## src/rtl/pc_sp_update_ctrl_pkg.sv

```systemverilog
// Shared definitions for the PC/SP update controller: sequencer states,
// adder operand selects and the word-offset helper.
package pc_sp_update_ctrl_pkg;

    localparam int          WORD_W     = 16;
    localparam logic [15:0] STACK_STEP = 16'd2;

    typedef enum logic [2:0] {
        IDLE     = 3'd0,
        CALL_MEM = 3'd1,
        CALL_PC  = 3'd2,
        RET_MEM  = 3'd3,
        RET_SP   = 3'd4
    } state_e;

    typedef enum logic {
        OPA_PC = 1'b0,
        OPA_SP = 1'b1
    } opa_e;

    typedef enum logic [1:0] {
        OPB_PLUS2  = 2'd0,
        OPB_MINUS2 = 2'd1,
        OPB_IMM    = 2'd2,
        OPB_OFFQ   = 2'd3
    } opb_e;

    // Instruction offsets count 16-bit words, so the byte offset is imm*2.
    function automatic logic signed [WORD_W-1:0] word_offset(input logic signed [9:0] imm);
        return {{5{imm[9]}}, imm, 1'b0};
    endfunction

endpackage

```

## src/rtl/pc_sp_update_ctrl_adder.sv

```systemverilog
// The single shared 16-bit adder: picks PC or SP as base and one of
// +2 / -2 / sign-extended immediate / latched call offset as addend.
module addr_offset_adder
    import pc_sp_update_ctrl_pkg::*;
(
    input  logic        opa_sel,
    input  logic [1:0]  opb_sel,
    input  logic [15:0] pc,
    input  logic [15:0] sp,
    input  logic [9:0]  imm,
    input  logic [15:0] off_q,
    output logic [15:0] imm_off,
    output logic [15:0] sum
);

    logic signed [WORD_W-1:0] op_a;
    logic signed [WORD_W-1:0] op_b;

    assign imm_off = word_offset(imm);

    always_comb begin
        op_a = (opa_e'(opa_sel) == OPA_SP) ? sp : pc;
        op_b = '0;
        case (opb_e'(opb_sel))
            OPB_PLUS2:  op_b = STACK_STEP;
            OPB_MINUS2: op_b = -STACK_STEP;
            OPB_IMM:    op_b = imm_off;
            OPB_OFFQ:   op_b = off_q;
            default:    op_b = '0;
        endcase
        sum = op_a + op_b;
    end

endmodule

```

## src/rtl/pc_sp_update_ctrl.sv

```systemverilog
// Sole writer of PC and SP: arbitrates step / imm / CALL / RET requests and
// sequences the multi-cycle CALL and RET stack accesses through one adder.
module pc_sp_update_ctrl
    import pc_sp_update_ctrl_pkg::*;
#(
    parameter logic [15:0] RESET_PC = 16'h0000,
    parameter logic [15:0] RESET_SP = 16'hFFFE
) (
    input  logic        clk,
    input  logic        rst_n,
    input  logic        step_valid,
    output logic        step_ready,
    input  logic        imm_valid,
    output logic        imm_ready,
    input  logic        imm_sel,
    input  logic [9:0]  imm_val,
    input  logic        call_valid,
    output logic        call_ready,
    input  logic [9:0]  call_imm,
    input  logic        ret_valid,
    output logic        ret_ready,
    output logic [15:0] mem_addr,
    output logic [15:0] mem_wdata,
    output logic        mem_we,
    output logic        mem_re,
    input  logic        mem_ack,
    input  logic [15:0] mem_rdata,
    output logic [15:0] pc,
    output logic [15:0] sp,
    output logic        busy
);

    state_e      state, state_nxt;
    opa_e        opa_sel;
    opb_e        opb_sel;
    logic [9:0]  imm_src;
    logic [15:0] imm_off;
    logic [15:0] sum;
    logic [15:0] off_q;
    logic        call_go, ret_go, imm_go, step_go;

    addr_offset_adder u_adder (
        .opa_sel (opa_sel),
        .opb_sel (opb_sel),
        .pc      (pc),
        .sp      (sp),
        .imm     (imm_src),
        .off_q   (off_q),
        .imm_off (imm_off),
        .sum     (sum)
    );

    assign call_go = call_valid && call_ready;
    assign ret_go  = ret_valid  && ret_ready;
    assign imm_go  = imm_valid  && imm_ready;
    assign step_go = step_valid && step_ready;

    always_ff @(posedge clk or negedge rst_n) begin
        if (!rst_n) state <= IDLE;
        else        state <= state_nxt;
    end

    always_comb begin
        state_nxt = state;
        case (state)
            IDLE: begin
                if (call_go)     state_nxt = CALL_MEM;
                else if (ret_go) state_nxt = RET_MEM;
            end
            CALL_MEM: if (mem_ack) state_nxt = CALL_PC;
            CALL_PC:  state_nxt = IDLE;
            RET_MEM:  if (mem_ack) state_nxt = RET_SP;
            RET_SP:   state_nxt = IDLE;
            default:  state_nxt = IDLE;
        endcase
    end

    // Readies are masked by rst_n so nothing is accepted while reset is held.
    always_comb begin
        call_ready = 1'b0;
        ret_ready  = 1'b0;
        imm_ready  = 1'b0;
        step_ready = 1'b0;
        mem_we     = 1'b0;
        mem_re     = 1'b0;
        mem_addr   = sp;
        opa_sel    = OPA_PC;
        opb_sel    = OPB_PLUS2;
        imm_src    = imm_val;
        case (state)
            IDLE: begin
                call_ready = rst_n;
                ret_ready  = rst_n && !call_valid;
                imm_ready  = rst_n && !call_valid && !ret_valid;
                step_ready = rst_n && !call_valid && !ret_valid && !imm_valid;
                if (call_valid) begin
                    opa_sel = OPA_SP;
                    opb_sel = OPB_MINUS2;
                    imm_src = call_imm;
                end else if (imm_valid) begin
                    opa_sel = imm_sel ? OPA_PC : OPA_SP;
                    opb_sel = OPB_IMM;
                end
            end
            CALL_MEM: mem_we = 1'b1;
            CALL_PC:  opb_sel = OPB_OFFQ;
            RET_MEM:  mem_re = 1'b1;
            RET_SP:   opa_sel = OPA_SP;
            default: ;
        endcase
    end

    assign mem_wdata = sum;
    assign busy      = (state != IDLE);

    always_ff @(posedge clk or negedge rst_n) begin
        if (!rst_n) begin
            pc <= RESET_PC;
            sp <= RESET_SP;
        end else begin
            case (state)
                IDLE: begin
                    if (call_go)                sp <= sum;
                    else if (imm_go && imm_sel) pc <= sum;
                    else if (imm_go)            sp <= sum;
                    else if (step_go)           pc <= sum;
                end
                CALL_PC: pc <= sum;
                RET_MEM: if (mem_ack) pc <= mem_rdata;
                RET_SP:  sp <= sum;
                default: ;
            endcase
        end
    end

    always_ff @(posedge clk) begin
        if (call_go) off_q <= imm_off;
    end

endmodule

```

## config.mk

```make
export PLATFORM = sky130hd
export DESIGN_NAME = pc_sp_update_ctrl
export DESIGN_NICKNAME = d
export VERILOG_FILES = /design/src/rtl/pc_sp_update_ctrl_pkg.sv /design/src/rtl/pc_sp_update_ctrl_adder.sv /design/src/rtl/pc_sp_update_ctrl.sv
export SDC_FILE = /design/constraint.sdc
export NUM_CORES = 1
export LEC_CHECK = 0
export BUFFER_PORTS_ARGS = -buffer_cell sky130_fd_sc_hd__buf_2
export CORE_ASPECT_RATIO = 0.5
export CORE_MARGIN = 3
export CORE_UTILIZATION = 45
export CTS_BUF_LIST = sky130_fd_sc_hd__clkbuf_4 sky130_fd_sc_hd__clkbuf_8 sky130_fd_sc_hd__clkbuf_16
export CTS_CLUSTER_SIZE = 28
export DETAILED_ROUTE_END_ITERATION = 8
export PLACE_DENSITY_LB_ADDON = 0.05
export SLEW_MARGIN = 20
export SYNTH_ARGS = -nofsm -noshare
export SYNTH_HDL_FRONTEND = slang
export SYNTH_HIERARCHICAL = 1
export SYNTH_SLANG_ARGS = --single-unit
```

## constraint.sdc

```tcl
create_clock -name clk -period 6.8 [get_ports clk]
set_input_delay 1.36 -clock clk [delete_from_list [all_inputs] [get_ports clk]]
set_output_delay 1.36 -clock clk [all_outputs]
set_load 0.02 [all_outputs]
```

==> impl_metrics.json, run 1 <==
{
  "status": "completed",
  "cts_tree": "built",
  "relSlewSlack_pct": 52.9,
  "grt_pass1_vias": 2702,
  "antenna_left": 0,
  "gp_congestion": 0.905,
  "grt_use_met2_pct": 28.0,
  "worstSetupStartpointType": "input port",
  "crit_family": "simple AND/OR/NAND/NOR gates",
  "pre_cts_ws_ps": 1000,
  "grt.overflow.total": 0,
  "criticalPathCategory": "in2out",
  "clkTransAtPathRegs_ps": 60,
  "stdcell_count": 540,
  "synth_nets": 412,
  "fmax_mhz": 170,
  "fin_nets": 491,
  "yosys.area.top_type_share_pct": 18.9,
  "finalCritPeriodShare_pct": 86.3,
  "slew_viol_final": 0,
  "vias": 2885,
  "wl_per_cell_um": 15.8,
  "clock-skew-final_ps": 8.31,
  "cp_data_arrival_time_ps": 4510,
  "synthTopCellsByArea": "mux2_2 19%, dfrtp_1 13%, edfxtp_1 13%",
  "cp_max_fo": 12,
  "synth_sequential_area_ratio_pct": 36.6,
  "synthFlopType": "dfrtp_1",
  "clockBufferDepth": 2,
  "hold_start": "pc[13]",
  "clock_latency_ps": 290,
  "end_kind": "output pin",
  "root_buffer": "clkbuf_16",
  "crit_required_ps": 5440,
  "syn2layout_area_growth_pct": 15.2,
  "min_path_cells": 1,
  "coreArea_sq_um": 7710,
  "top_usage_layer": "met2",
  "slowest_delay_ps": 550,
  "dp_hpwl_um": 6520,
  "max-cap-violations": 0,
  "yosys_register_bits": 51,
  "first_pass_iters": 4,
  "drc_errors": 0,
  "path_buf_inv": 3,
  "synthDistinctLibCells": 55,
  "cts_sinks": 51,
  "tightest_slew_ps": 703,
  "diodes": 0,
  "drt_iter0_drc": 128,
  "syn_area_per_cell_sq_um": 10.7,
  "die_h_um": 70.6,
  "crit_cells": 13,
  "cp_common_cell": "buf_2",
  "cts_max_level": 2,
  "yosys.area.top_type": "mux2_2",
  "rsz0062_at_grt": "no",
  "finalCriticalPeriod_ps": 5870,
  "setup.worst_path.start": "call_valid",
  "via_per_inst": 5.34,
  "r2r_cells": 15,
  "start_util_pct": 48.8,
  "dieWidth_um": 135,
  "hp-class": "reg2reg",
  "place.port_buffers": 114,
  "post_cts_buffers": 0,
  "grt_max_degree": 41,
  "grt.met1_usage_pct": 26.4,
  "dp_cells": 532,
  "dieArea_sq_um": 9550,
  "drive_gt1_share_pct": 51.9,
  "setup_viol": 0,
  "cp_slowest_cell": "nor3_2",
  "r2r_start": "state[0]",
  "cts_resized": 0,
  "cts_hold_buf": 0,
  "ys_async_sr_fraction_pct": 68.6,
  "path_cells": "buf_2, inv_1, a21oi_1, nor3_2, nand2_1, o21a_1, ha_1, nand3_1, nor2_1, o21ai_0, and3_1, nor3_1, buf_2",
  "final_hold_viol_count": 0,
  "numCtsBuffers": 5,
  "grt_pass1_wl_um": 13700,
  "syn-cell-area_sq_um": 3760,
  "grt_usage_pct": 18.0,
  "syn-instance-count": 352,
  "antenna_found_initial": 0,
  "core.rowCount": 22,
  "tns_ps": 0,
  "yosys_warnings": 6,
  "fin_ws_ps": 929,
  "ios": 115,
  "wl_um": 8560,
  "synth-edff-count": 16,
  "grt_use_met3_pct": 3.91
}
synthesized netlist by cell type, drive strengths merged, types with 9 or more instances:
library cell and number:
dfrtp 20, buf 41, nand3 13, a21oi 20
dfstp 15, xnor2 9, nand2 14, inv 14
mux2 74, edfxtp 16, ha 15, a31oi 9
nor2 20
layout by cell type, fill, tap and decap left out, types with 9 or more instances in the layout:
cell,count
buf_2,114
mux2_2,63
nor2_1,20
dfrtp_1,20
a21oi_1,19
edfxtp_1,16
dfstp_2,15
ha_1,15
inv_1,14
nand2_1,14
nand3_1,12
mux2_4,10
a31oi_1,9
xnor2_1,9
cells by family (layout without fill, tap and decap cells):
logic type	after synthesis	after routing	synth area share (%)
multiplexers	76	76	23.7
AND/OR/NAND/NOR	70	70	9.15
AO/OA/AOI/OAI	63	63	11.5
buffers and inverters	61	141	10.2
flip-flops	51	51	36.6
adder cells (fa/ha/maj)	16	16	5.53
XOR/XNOR	14	14	3.26
other	1	1	0.0998
sequential cells by signal, indices dropped and copies added (netlist names):
name	count
state	3
pc	16
off_q	16
mem_addr	16
worst register-to-register path: stages (launching register included):
cell and delay [ps]:
dfrtp_1 480, nor2_1 300, nand2_1 140, nor2_1 100, buf_4 200, mux2_2 410
a21o_1 260, o21a_1 140, ha_1 370, a21oi_2 260, o21ai_1 110, a2111oi_0 410
o22ai_1 150, xnor2_1 170, mux2_2 270, mux2_2 260
layout make-up:
| type | instances | area, sq um |
|---|---|---|
| Clock buffer | 5 | 125 |
| Clock inverter | 3 | 15.0 |
| Fill cell | 711 | 3380 |
| Inverter | 14 | 52.6 |
| Multi-Input combinational cell | 240 | 2020 |
| Sequential cell | 51 | 1380 |
| Tap cell | 108 | 135 |
| Timing Repair Buffer | 119 | 608 |
through the flow:
stage	util, %	instance area, sq um	hold slack, ps
3_5_place_dp	54.4	4190	524
2_1_floorplan	-	3760	485
3_3_place_gp	54.3	4180	504
5_1_grt	56.2	4330	559
4_1_cts	56.2	4330	538
6_report	56.2	4330	535
final timing paths:
kind / endpoint / slack, ps
worst min register to register: pc[13] / 530
max in group asynchronous: mem_addr[1] / 5300
min in group asynchronous: pc[10] / 1130
worst max-delay path: mem_wdata[13] / 930
worst max register to register: pc[15] / 2670
worst min-delay path: pc[13] / 530
per-layer routing:
metal | vias to the layer above | share of wire, %
met5 | - | 0
met4 | 0 | 0.56
li1 | 1404 | -
met3 | 7 | 5.7
met1 | 1377 | 49
met2 | 97 | 45
Power of run 1 is left out: the tool's default activity adds up to more than one toggle a clock period on the data nets, which glitch-free logic cannot reach.
==> run 2: changes to the inputs <==
--- a/config.mk
+++ b/config.mk
@@ -6,9 +6,11 @@
 export NUM_CORES = 1
 export LEC_CHECK = 0
 export BUFFER_PORTS_ARGS = -buffer_cell sky130_fd_sc_hd__buf_2
+export CELL_PAD_IN_SITES_DETAIL_PLACEMENT = 1
+export CELL_PAD_IN_SITES_GLOBAL_PLACEMENT = 1
 export CORE_ASPECT_RATIO = 0.5
 export CORE_MARGIN = 3
-export CORE_UTILIZATION = 45
+export CORE_UTILIZATION = 40
 export CTS_BUF_LIST = sky130_fd_sc_hd__clkbuf_4 sky130_fd_sc_hd__clkbuf_8 sky130_fd_sc_hd__clkbuf_16
 export CTS_CLUSTER_SIZE = 28
 export DETAILED_ROUTE_END_ITERATION = 8
==> run 2 against run 1 <==
Effect of this change:
- setup slack worse by 110 ps
- maximum frequency is 1.9% lower
- clock-buffer cell count is 1 higher
- wire length is 21% higher
- core utilization is 7.1 points lower
- register-to-register slack worse by 190 ps
- flip-flop and latch count stayed put
- non-clock buffer count is 1 higher
==> impl_metrics.json, run 2 (synthesis results as in run 1) <==
{
  "clockBufferDepth": 2,
  "fin_nets": 492,
  "clkTransAtPathRegs_ps": 70,
  "gp_congestion": 0.894,
  "setup_viol": 0,
  "die_h_um": 74.5,
  "layout_common_cells": "114 x buf_2, 63 x mux2_2, 20 x nor2_1, 20 x dfrtp_1, 19 x a21oi_1",
  "numCtsBuffers": 5,
  "post_cts_buffers": 0,
  "stdcell_count": 550,
  "via_per_inst": 5.33,
  "slew_viol_final": 0,
  "grt_max_degree": 41,
  "antenna_found_initial": 0,
  "core.rowCount": 24,
  "criticalPathCategory": "in2out",
  "cts_hold_buf": 0,
  "status": "completed",
  "cp_max_fo": 9,
  "cts_max_level": 2,
  "cts_resized": 0,
  "wl_per_cell_um": 18.8,
  "timing.rr.end": "pc[15]",
  "r2r_slack_ps": 2480,
  "rsz0062_at_grt": "no",
  "crit_required_ps": 5440,
  "grt.overflow.total": 0,
  "cp_data_arrival_time_ps": 4620,
  "grt_pass1_vias": 2923,
  "start_util_pct": 42.1,
  "drive_gt1_share_pct": 51.7,
  "final_common_cell": "buf_2",
  "drt_iter0_drc": 130,
  "cts_sinks": 51,
  "vias": 2929,
  "dieWidth_um": 143,
  "place.port_buffers": 114,
  "grt.met1_usage_pct": 26.7,
  "antenna_left": 0,
  "fmax_mhz": 167,
  "tightest_slew_ps": 845,
  "grt_pass1_wl_um": 16000,
  "cts_tree": "built",
  "finalCriticalPeriod_ps": 5980,
  "dp_cells": 542,
  "ios": 115,
  "r2r_cells": 15,
  "clock_latency_ps": 300,
  "grt_use_met3_pct": 4.43,
  "tns_ps": 0,
  "relSlewSlack_pct": 43.7,
  "top_usage_layer": "met2",
  "hp-class": "reg2reg",
  "grt_use_met2_pct": 33.2,
  "root_buffer": "clkbuf_16",
  "dieArea_sq_um": 10700,
  "setup.worst_path.start": "call_valid",
  "first_pass_iters": 4,
  "dp_hpwl_um": 8100,
  "r2r_start": "state[0]",
  "final_hold_viol_count": 0,
  "endpoint": "mem_wdata[15]",
  "wl_um": 10300,
  "grt_usage_pct": 19.7,
  "worstSetupStartpointType": "input port",
  "diodes": 0,
  "clock-skew-final_ps": 6.68,
  "coreArea_sq_um": 8920,
  "end_kind": "output pin",
  "max-cap-violations": 0,
  "drc_errors": 0,
  "syn2layout_area_growth_pct": 16.5,
  "finalCritPeriodShare_pct": 88.0
}
[run 2: changes by cell type in the layout (fill, tap and decap cells not counted), sizes merged]
cell	change
buf	+1
bufinv	+1
clkbuf	+1
clkinv	-3
inv	+1
[run 2: per-layer routing]
layer | wire (um) | up-vias
met5 | 0 | -
met2 | 4920 | 66
met4 | 77 | 0
li1 | - | 1397
met1 | 4890 | 1459
met3 | 451 | 7
[run 2: cell type report]
class | instances | area [sq um]
clock inverters | 2 | 38.8
fillers | 1035 | 4540
well taps | 117 | 146
repair buffers | 120 | 616
inverters | 14 | 52.6
flip-flops and latches | 51 | 1380
multi-input cells | 240 | 2020
clock buffers | 6 | 133
[run 2: worst min-delay path by stage]
stage | from | to | slack (ps) | cells after the start
finish | pc[0] | pc[0] | 530 | 1
global route | pc[0] | pc[0] | 550 | 1
CTS | pc[0] | pc[0] | 530 | 1
detailed placement | pc[0] | pc[0] | 520 | 1
global placement | pc[14] | pc[14] | 510 | 1
floorplan | state[2] | state[1] | 490 | 1
[run 2: critical path, cell delays in order]
cell	delay (ps)
buf_2	140
inv_1	80
a21oi_1	70
nor3_2	560
nand2_1	310
o21a_1	250
ha_1	360
a21oi_2	260
o21ai_1	130
a2111oi_0	440
o22ai_1	160
xnor2_1	270
buf_2	220
[run 2: metrics by stage]
step                hold slack (ps)  utilization (%)  setup WS, ps  area [sq um]
finish                          532             49.1           816          4380
detailed placement              516             47.1           806          4200
global route                    554             49.1           497          4380
CTS                             532             49.0           786          4370
global placement                515             47.1           926          4200
floorplan                       485                -           948          3760
Power of run 2 is left out for the same reason.
